File: src/rtl/mole_hit_judge_if.sv
// Player-facing signal bundle for the whack-a-mole judge.
// The master drives start/key_pos; the slave is the judge itself.
interface mole_hit_judge_if;
    logic       start;
    logic [3:0] key_pos;
    logic [8:0] mole_map;
    logic [9:0] score;
    logic [3:0] miss_cnt;
    logic       hit_pulse;
    logic       miss_pulse;
    logic [1:0] game_state;

    modport master (
        output start, key_pos,
        input  mole_map, score, miss_cnt, hit_pulse, miss_pulse, game_state
    );

    modport slave (
        input  start, key_pos,
        output mole_map, score, miss_cnt, hit_pulse, miss_pulse, game_state
    );
endinterface

File: src/rtl/mole_hit_judge.sv
// Whack-a-mole judge: LFSR-driven mole spawning, per-hole life timers,
// hit/miss scoring and a three-state game FSM. All outputs registered.
module mole_hit_judge #(
    parameter int unsigned SPAWN_CYCLES = 25_000_000,
    parameter int unsigned LIFE_CYCLES  = 50_000_000,
    parameter int unsigned MAX_MISS     = 5
) (
    input  logic            clk,
    input  logic            rst,
    mole_hit_judge_if.slave bus
);
    localparam int unsigned SW = (SPAWN_CYCLES > 1) ? $clog2(SPAWN_CYCLES) : 1;
    localparam int unsigned TW = (LIFE_CYCLES > 1) ? $clog2(LIFE_CYCLES) : 1;
    localparam logic [SW-1:0] SPAWN_LAST = SW'(SPAWN_CYCLES - 1);
    localparam logic [TW-1:0] LIFE_LOAD  = TW'(LIFE_CYCLES - 1);
    localparam logic [9:0]    SCORE_MAX  = 10'd999;

    typedef enum logic [1:0] {
        IDLE = 2'd0,
        PLAY = 2'd1,
        OVER = 2'd2
    } state_e;

    state_e          state_q, state_d;
    logic [7:0]      lfsr_q, lfsr_d;
    logic [SW-1:0]   spawn_cnt_q, spawn_cnt_d;
    logic [TW-1:0]   timer_q [9];
    logic [TW-1:0]   timer_d [9];
    logic [8:0]      mole_map_q, mole_map_d;
    logic [9:0]      score_q, score_d;
    logic [3:0]      miss_cnt_q, miss_cnt_d;
    logic            hit_pulse_q, hit_pulse_d;
    logic            miss_pulse_q, miss_pulse_d;

    logic [3:0]      target;
    logic [3:0]      expire_cnt;
    logic [4:0]      miss_sum;

    always_comb begin
        lfsr_d       = {lfsr_q[6:0], lfsr_q[7] ^ lfsr_q[5] ^ lfsr_q[4] ^ lfsr_q[3]};
        state_d      = state_q;
        spawn_cnt_d  = spawn_cnt_q;
        timer_d      = timer_q;
        mole_map_d   = mole_map_q;
        score_d      = score_q;
        miss_cnt_d   = miss_cnt_q;
        hit_pulse_d  = 1'b0;
        miss_pulse_d = 1'b0;
        target       = 4'(lfsr_q % 8'd9);
        expire_cnt   = '0;
        miss_sum     = '0;

        case (state_q)
            IDLE, OVER: begin
                if (bus.start) begin
                    state_d     = PLAY;
                    spawn_cnt_d = '0;
                    timer_d     = '{default: '0};
                    mole_map_d  = '0;
                    score_d     = '0;
                    miss_cnt_d  = '0;
                end
            end
            PLAY: begin
                spawn_cnt_d = (spawn_cnt_q == SPAWN_LAST) ? '0 : spawn_cnt_q + SW'(1);

                // A key on a hole whose timer is also expiring counts as a hit only.
                for (int unsigned i = 0; i < 9; i++) begin
                    if (mole_map_q[4'(i)]) begin
                        if (bus.key_pos == 4'(i)) begin
                            mole_map_d[4'(i)] = 1'b0;
                            timer_d[4'(i)]    = '0;
                            hit_pulse_d       = 1'b1;
                        end else if (timer_q[4'(i)] == '0) begin
                            mole_map_d[4'(i)] = 1'b0;
                            expire_cnt        = expire_cnt + 4'd1;
                        end else begin
                            timer_d[4'(i)] = timer_q[4'(i)] - TW'(1);
                        end
                    end
                end

                // Occupancy is judged on the pre-edge map, so a same-cycle hit blocks the spawn.
                if (spawn_cnt_q == SPAWN_LAST && !mole_map_q[target]) begin
                    mole_map_d[target] = 1'b1;
                    timer_d[target]    = LIFE_LOAD;
                end

                if (hit_pulse_d && score_q != SCORE_MAX) begin
                    score_d = score_q + 10'd1;
                end

                miss_sum     = {1'b0, miss_cnt_q} + {1'b0, expire_cnt};
                miss_cnt_d   = (miss_sum > 5'd15) ? 4'd15 : miss_sum[3:0];
                miss_pulse_d = (expire_cnt != '0);

                if (32'(miss_sum) >= MAX_MISS) begin
                    state_d     = OVER;
                    mole_map_d  = '0;
                    timer_d     = '{default: '0};
                    spawn_cnt_d = '0;
                end
            end
            default: state_d = IDLE;
        endcase
    end

    always_ff @(posedge clk or posedge rst) begin
        if (rst) begin
            state_q      <= IDLE;
            lfsr_q       <= 8'hA5;
            spawn_cnt_q  <= '0;
            timer_q      <= '{default: '0};
            mole_map_q   <= '0;
            score_q      <= '0;
            miss_cnt_q   <= '0;
            hit_pulse_q  <= 1'b0;
            miss_pulse_q <= 1'b0;
        end else begin
            state_q      <= state_d;
            lfsr_q       <= lfsr_d;
            spawn_cnt_q  <= spawn_cnt_d;
            timer_q      <= timer_d;
            mole_map_q   <= mole_map_d;
            score_q      <= score_d;
            miss_cnt_q   <= miss_cnt_d;
            hit_pulse_q  <= hit_pulse_d;
            miss_pulse_q <= miss_pulse_d;
        end
    end

    assign bus.mole_map   = mole_map_q;
    assign bus.score      = score_q;
    assign bus.miss_cnt   = miss_cnt_q;
    assign bus.hit_pulse  = hit_pulse_q;
    assign bus.miss_pulse = miss_pulse_q;
    assign bus.game_state = state_q;
endmodule

File: src/flat_wrapper.sv
// flat-port wrapper written by rule: the top's interface ports become plain ports
module mole_hit_judge_flat 
#(
    parameter int unsigned SPAWN_CYCLES = 25_000_000,
    parameter int unsigned LIFE_CYCLES  = 50_000_000,
    parameter int unsigned MAX_MISS     = 5
)
  (clk, rst, bus_start, bus_key_pos, bus_mole_map, bus_score, bus_miss_cnt, bus_hit_pulse, bus_miss_pulse, bus_game_state);
  mole_hit_judge_if bus_i ();
  input  logic clk;
  input  logic rst;
  input wire logic [$bits(bus_i.start)-1:0] bus_start;
  input wire logic [$bits(bus_i.key_pos)-1:0] bus_key_pos;
  output wire logic [$bits(bus_i.mole_map)-1:0] bus_mole_map;
  output wire logic [$bits(bus_i.score)-1:0] bus_score;
  output wire logic [$bits(bus_i.miss_cnt)-1:0] bus_miss_cnt;
  output wire logic [$bits(bus_i.hit_pulse)-1:0] bus_hit_pulse;
  output wire logic [$bits(bus_i.miss_pulse)-1:0] bus_miss_pulse;
  output wire logic [$bits(bus_i.game_state)-1:0] bus_game_state;
  assign bus_i.start = bus_start;
  assign bus_i.key_pos = bus_key_pos;
  assign bus_mole_map = bus_i.mole_map;
  assign bus_score = bus_i.score;
  assign bus_miss_cnt = bus_i.miss_cnt;
  assign bus_hit_pulse = bus_i.hit_pulse;
  assign bus_miss_pulse = bus_i.miss_pulse;
  assign bus_game_state = bus_i.game_state;
  mole_hit_judge #(.SPAWN_CYCLES(SPAWN_CYCLES), .LIFE_CYCLES(LIFE_CYCLES), .MAX_MISS(MAX_MISS)) u_core (.clk(clk), .rst(rst), .bus(bus_i));
endmodule
File: config.mk
export PLATFORM = sky130hd
export DESIGN_NAME = mole_hit_judge_flat
export DESIGN_NICKNAME = d
export VERILOG_FILES = /design/src/rtl/mole_hit_judge_if.sv /design/src/rtl/mole_hit_judge.sv /design/src/flat_wrapper.sv
export SDC_FILE = /design/constraint.sdc
export NUM_CORES = 1
export LEC_CHECK = 0
export CORE_UTILIZATION = 40
export DETAILED_ROUTE_END_ITERATION = 10
export PLACE_DENSITY_LB_ADDON = 0.1
export REMOVE_ABC_BUFFERS = 1
export SLEW_MARGIN = 30
export SYNTH_ARGS = -nofsm -noshare
export SYNTH_HDL_FRONTEND = slang
export SYNTH_SLANG_ARGS = --single-unit
File: constraint.sdc
create_clock -name clk -period 15.3 [get_ports clk]
set_input_delay 4.59 -clock clk [delete_from_list [all_inputs] [get_ports clk]]
set_output_delay 4.59 -clock clk [all_outputs]
set_load 0.05 [all_outputs]
# Word level (Yosys, flattened, before mapping)
# Index checks and enable logic that the tools add are counted.
dict set report word_totals {
  register_bits 294
  inputBits 7
  output_inout_bits 27
  word_cells 247
}
dict set report op_classes {
  addsub 20
  n_div 1
  magnitude_cmp 6
  eq_ne 15
  mux 158
  bitwise 8
  n_reduce_logical 22
}
# op n
set op_table {}
lappend op_table {{26-bit two-way mux} 37}
lappend op_table {{234-bit two-way mux} 3}
lappend op_table {{234-bit case mux with 2 select lines} 1}
lappend op_table {{26-bit logical NOT} 9}
lappend op_table {{26-bit by 1-bit subtractor with 26-bit output (second input constant)} 9}
lappend op_table {{162-bit bitwise OR} 1}
lappend op_table {{4-bit two-way mux} 37}
lappend op_table {{26-bit demux with 4-bit select} 1}
lappend op_table {{25-bit two-way mux} 3}
lappend op_table {{72-bit AND} 1}
lappend op_table {{72-bit NOT} 1}
lappend op_table {{1-bit two-way mux} 62}
lappend op_table {{25-bit case mux with 2 select lines} 1}
lappend op_table {{4-bit by 1-bit adder with 4-bit output (second input constant)} 8}
lappend op_table {{9-bit two-way mux} 3}
lappend op_table {{25-bit by 1-bit adder with 25-bit output (second input constant)} 1}
lappend op_table {{25-bit equality test (second input constant)} 1}
lappend op_table {{10-bit two-way mux} 2}
lappend op_table {{10-bit case mux with 2 select lines} 1}
lappend op_table {{9-bit case mux with 2 select lines} 1}
lappend op_table {{4-bit by 3-bit equality test with 1-bit output (second input constant)} 4}
lappend op_table {{10-bit by 1-bit adder with 10-bit output (second input constant)} 1}
lappend op_table {{10-bit != test (second input constant)} 1}
lappend op_table {{9-bit bitwise OR} 1}
lappend op_table {{other kinds (31)} 40}

# Logic depth before layout (Yosys ltp)
# Gate-level depths: netlist of run 1.
dict set report depth {
  word_depth 49
  mapped_depth 46
}

# Worst setup path after synthesis of run 1
# OpenSTA, ideal clock, no wires.
dict set report synth_path {
  kind {input -> register}
  from {input bus_key_pos[2]}
  to {register u_core.timer_q[62] in the netlist's numbering}
  setup_ns 0.088
  t_arrival_ns 11.927
  required_time_ns 15.212
  path_slack_ns 3.286
  path_stages 38
  cell_sequence {clkbuf_1 or4_4 nand4_2 nor3_1 ha_1 and2_1 nor2_4 inv_2 ha_1 inv_1 mux2i_1 ha_1 xor2_1 mux2i_1 xnor2_1 a21oi_1 ha_1 nand2_1 [2 not listed] a21oi_1 ha_1 nor2_1 a21oi_1 ha_1 mux2i_1 inv_1 ha_1 a21o_1 a21oi_1 xnor2_1 nor2_1 o21a_1 nand2_1 a21oi_1 o21ai_1 or4_1 o211ai_1}
}
dict set report synth_via {
  elab_chain_cells 48
  word_cells_on_any_way 61
  cone_classes {9 x add/sub; 1 x order compare; 8 x eq/ne; 41 x mux; 1 x bitwise; 1 x reduce/logical}
}
# item line_no
set synth_lines {}
lappend synth_lines {{start: declaration} flat_wrapper.sv:13} ;# input wire logic [$bits(bus_i.key_pos)-1:0] bus_key_pos;
lappend synth_lines {{4-bit logical NOT} mole_hit_judge.sv:70} ;# if (bus.key_pos == 4'(i)) begin
lappend synth_lines {{4-bit two-way mux} mole_hit_judge.sv:70}
lappend synth_lines {{4-bit two-way mux} mole_hit_judge.sv:69} ;# if (mole_map_q[4'(i)]) begin
lappend synth_lines {{4-bit two-way mux} mole_hit_judge.sv:53} ;# case (state_q)
lappend synth_lines {{4-bit by 1-bit adder with 4-bit output} mole_hit_judge.sv:76} ;# expire_cnt = expire_cnt + 4'd1;
lappend synth_lines {{4-bit two-way mux} mole_hit_judge.sv:74} ;# end else if (timer_q[4'(i)] == '0) begin
lappend synth_lines {{4-bit two-way mux} mole_hit_judge.sv:70}
lappend synth_lines {{4-bit two-way mux} mole_hit_judge.sv:69}
lappend synth_lines {{[32 not listed]} -}
lappend synth_lines {{4-bit two-way mux} mole_hit_judge.sv:74}
lappend synth_lines {{4-bit two-way mux} mole_hit_judge.sv:70}
lappend synth_lines {{4-bit two-way mux} mole_hit_judge.sv:69}
lappend synth_lines {{4-bit two-way mux} mole_hit_judge.sv:53}
lappend synth_lines {{4-bit by 4-bit adder with 5-bit output} mole_hit_judge.sv:93} ;# miss_sum = {1'b0, miss_cnt_q} + {1'b0, expire_cnt};
lappend synth_lines {{5-bit by 3-bit greater-or-equal comparator with 1-bit output} mole_hit_judge.sv:97} ;# if (32'(miss_sum) >= MAX_MISS) begin
lappend synth_lines {{234-bit two-way mux *} mole_hit_judge.sv:97}
lappend synth_lines {{234-bit case mux with 2 select lines *} mole_hit_judge.sv:53}
lappend synth_lines {{end signal: assignment} mole_hit_judge.sv:123} ;# timer_q <= timer_d;
lappend synth_lines {{end: declaration} mole_hit_judge.sv:27} ;# logic [TW-1:0] timer_q [9];
# Every way passes the cells marked *; elsewhere a longest branch is shown, timed or not. The select of a mux whose other input is x is not followed.
# A chain may end at the register's enable or synchronous reset.

# Worst setup path after layout of run 1
dict set report layout_path {
  from {input bus_key_pos[3]}
  to {register u_core.timer_q[62] in the netlist's numbering}
}
# Same word-level chain as after synthesis.

==> flow_metrics.tcl, run 1 <==
set metrics [dict create \
    core-area_mm2 0.0476 \
    hold_class "reg -> reg" \
    outcome "finished, final reports clean" \
    synth_cells 2430 \
    worstHoldStart "u_core.lfsr_q[2]$_DFF_PP1_" \
    cts.clk_slew.worst_paths_ns 0.06 \
    cp-start-kind "primary input" \
    p_per_area_mw_per_mm2 126 \
    max_freq_ghz 0.0749 \
    r2r_end "u_core.timer_q[62]$_DFFE_PP0P_" \
    cp-end-kind "register" \
    final_hold_viol_count 0 \
    root_buffer "clkbuf_16" \
    fin_cells 3051 \
    grtUsageTotal 0.216 \
    synth_top_flop_cell "dfrtp_1" \
    finalMaxSlewViolations 0 \
    grt_max_degree 98 \
    worst_pin_slew_ns 0.963 \
    syn_area_mm2 0.0193 \
    die_y_um 222 \
    n_antenna_cell 0 \
    clkSinkCount 294 \
    cap_viol_max_count 0 \
    dp_hpwl_mm 35.0 \
    antenna_left 0 \
    grt_pass1_wl_mm 88.3 \
    tritoncts "yes" \
    whs_endpoint "u_core.lfsr_q[3]$_DFF_PP0_" \
    p_leak_nw 10.2 \
    routed_wl_mm 53.0 \
    relSlewSlack 0.358 \
    synth-seq-cells 294 \
    io_buffers 33 \
    ys_types 108 \
    cts_buffers 39 \
    cp_common_cell "ha_1" \
    setup_viol 0 \
    dp.cells 2979 \
    insertion_delay_ns 0.57 \
    cts_htree_levels 2 \
    drive_above_1_share 0.0677 \
    fp.dieW_um 222 \
    synth_seq_area_share 0.382 \
    area_growth_pct 10.7 \
    vias_per_cell 5.87 \
    critPathMaxFanout 11 \
    via_count 17900 \
    initial_core_util 0.405 \
    finalCriticalPeriod_ns 13.35 \
    synth-warning-count 0 \
    remaining_drc_errors 0 \
    grt.overflow.total 0 \
    antenna_found_initial 0 \
    r2r_start "u_core.timer_q[183]$_DFFE_PP0P_" \
    num_io_pins 34 \
    vdd_drop_max_mv 0.101 \
    critPathMaxStageDelay_ns 0.78 \
    cts_max_path_buffers 3 \
    die_area_mm2 0.0491 \
    first_iter_violations 1401 \
    post_cts_resized 0 \
    routedWlPerCell_um 17.4 \
    clock_skew_ns 0.0253 \
    nets 2442 \
    synth_edf_count 0 \
    hold_buffers 0 \
    fin_crit_sh 0.873 \
    mostFrequentLayoutCell "nand2_1" \
    required_ns 15.77 \
    first_global_vias 16800 \
    rrSetupSlack_ns 4.82 \
    tns_ns 0 \
    avgSynthCellArea_um2 7.94 \
    gp_congestion 0.857 \
    final_cell_mix "nand2_1, dfrtp_1, o21ai_0" \
    async_reset_ff_frac 1.00 \
    r2r_cells 41 \
    path_class "in -> reg" \
    rows 80 \
    hold_depth 0 \
    post_cts_buffers 0 \
    cp.arrival_ns 13.82 \
    first_pass_iters 7 \
    rsz0062_at_grt "false" \
    cpMaxStageDelayCell "a21oi_1" \
]
per-layer routing:
| metal | GRT usage | part of all wire | up-vias |
|---|---|---|---|
| li1 | - | - | 8820 |
| met1 | 0.305 | 0.48 | 8682 |
| met2 | 0.346 | 0.46 | 372 |
| met3 | 0.0261 | 0.042 | 43 |
| met4 | 0.0614 | 0.016 | 0 |
| met5 | 0 | 0 | - |
how the worst max path moves through the flow:
stage / cells past startpoint / end / startpoint
floorplan: 1 / u_core.bus.game_state[0]$_DFFE_PP0P_ / rst
global placement: 38 / u_core.timer_q[62]$_DFFE_PP0P_ / bus_key_pos[3]
detailed placement: 39 / u_core.timer_q[62]$_DFFE_PP0P_ / bus_key_pos[3]
CTS: 39 / u_core.timer_q[62]$_DFFE_PP0P_ / bus_key_pos[3]
global route: 40 / u_core.timer_q[165]$_DFFE_PP0P_ / bus_key_pos[3]
finish: 39 / u_core.timer_q[62]$_DFFE_PP0P_ / bus_key_pos[3]
final cells by class:
cell class	count	area, um2
Inverter	56	223
Clock inverter	13	106
Fill cell	4719	26300
Clock buffer	58	1140
Tap cell	615	769
Multi-Input combinational cell	1960	11200
Timing Repair Buffer	55	515
Sequential cell	294	7360
metrics by stage:
stage          hold WS, ns  instance area, um2  total power [mW]  worst slack, ns  utilization
2_1_floorplan        0.424               18800              1.45             2.60            -
3_3_place_gp         0.448               20100              1.81             1.70        0.422
3_5_place_dp         0.444               20100              1.82             1.41        0.422
4_1_cts              0.462               21300              2.73             1.97        0.448
5_1_grt              0.464               21400              2.88             1.25        0.448
6_report             0.464               21400              2.70             1.95        0.448
synth_stat cells, drive strengths merged, types with 5 or more instances:
library cell  count  area share
inv              54       0.011
clkbuf           89       0.017
a22oi            30       0.012
and4              8      0.0036
nor2b            14      0.0045
buf              31      0.0086
xnor2            25       0.013
ha               28       0.018
xor2             30       0.014
or3              50       0.016
o41ai             7      0.0042
nor2            232       0.046
a211oi            7      0.0035
nor4b            10      0.0053
nand3b            7      0.0027
nor3            139       0.037
or4              43       0.018
nor3b            16      0.0065
o211ai           21      0.0084
o31ai            21      0.0082
a22o             27       0.012
a31oi            31       0.010
dfrtp           290        0.38
a211o             8      0.0036
nand3            79       0.020
o22ai             8      0.0026
and2             14      0.0045
nand2           417       0.082
nor4bb            5      0.0026
o21ai           270       0.071
or2              14      0.0045
mux2i            14      0.0075
and3             26      0.0084
nor4             56       0.021
nand2b           24      0.0078
o311ai            5      0.0023
o211a            10      0.0052
o21a              5      0.0019
nand4            26      0.0095
a21oi           147       0.038
a21o             22      0.0086
sequential cells by signal, indices dropped and copies added, names as in the netlist:
name                   cells
u_core.spawn_cnt_q        25
u_core.bus.miss_pulse      1
u_core.bus.miss_cnt        4
u_core.timer_q           234
u_core.bus.game_state      2
u_core.bus.hit_pulse       1
u_core.bus.score          10
u_core.bus.mole_map        9
u_core.lfsr_q              8
report_power, final:
group          switching [mW]  total [mW]  internal [mW]
clock                   0.364       0.896          0.532
combinational           0.763       0.996          0.233
sequential             0.0149       0.805          0.790
worst max-delay path, delay by kind of cell:
kind,cells,cell delay (ns)
AOI/OAI and AO/OA,9,2.35
xor gates and xnor gates,7,1.31
adders and majority gates,6,1.81
buffers and inverters,4,0.87
muxes,2,0.44
and+or+nand+nor,11,2.42
logic make-up (layout without fill, tap and decap cells):
family | Yosys count | after routing | synth area share
AOI/OAI and AO/OA | 661 | 661 | 0.215
xor gates and xnor gates | 57 | 57 | 0.0291
adders and majority gates | 29 | 29 | 0.0192
buffers and inverters | 176 | 182 | 0.0371
DFF | 294 | 294 | 0.382
muxes | 18 | 18 | 0.0110
and+or+nand+nor | 1195 | 1195 | 0.308
Note: power is estimated with default switching activity, not from simulation.
==> run 2: changes to the inputs <==
--- a/config.mk
+++ b/config.mk
@@ -5,6 +5,7 @@
 export SDC_FILE = /design/constraint.sdc
 export NUM_CORES = 1
 export LEC_CHECK = 0
+export CAP_MARGIN = 20
 export CORE_UTILIZATION = 40
 export DETAILED_ROUTE_END_ITERATION = 10
 export PLACE_DENSITY_LB_ADDON = 0.1
==> results of run 2 <==
Final layout, timing and power as in run 1 (identical DEF).
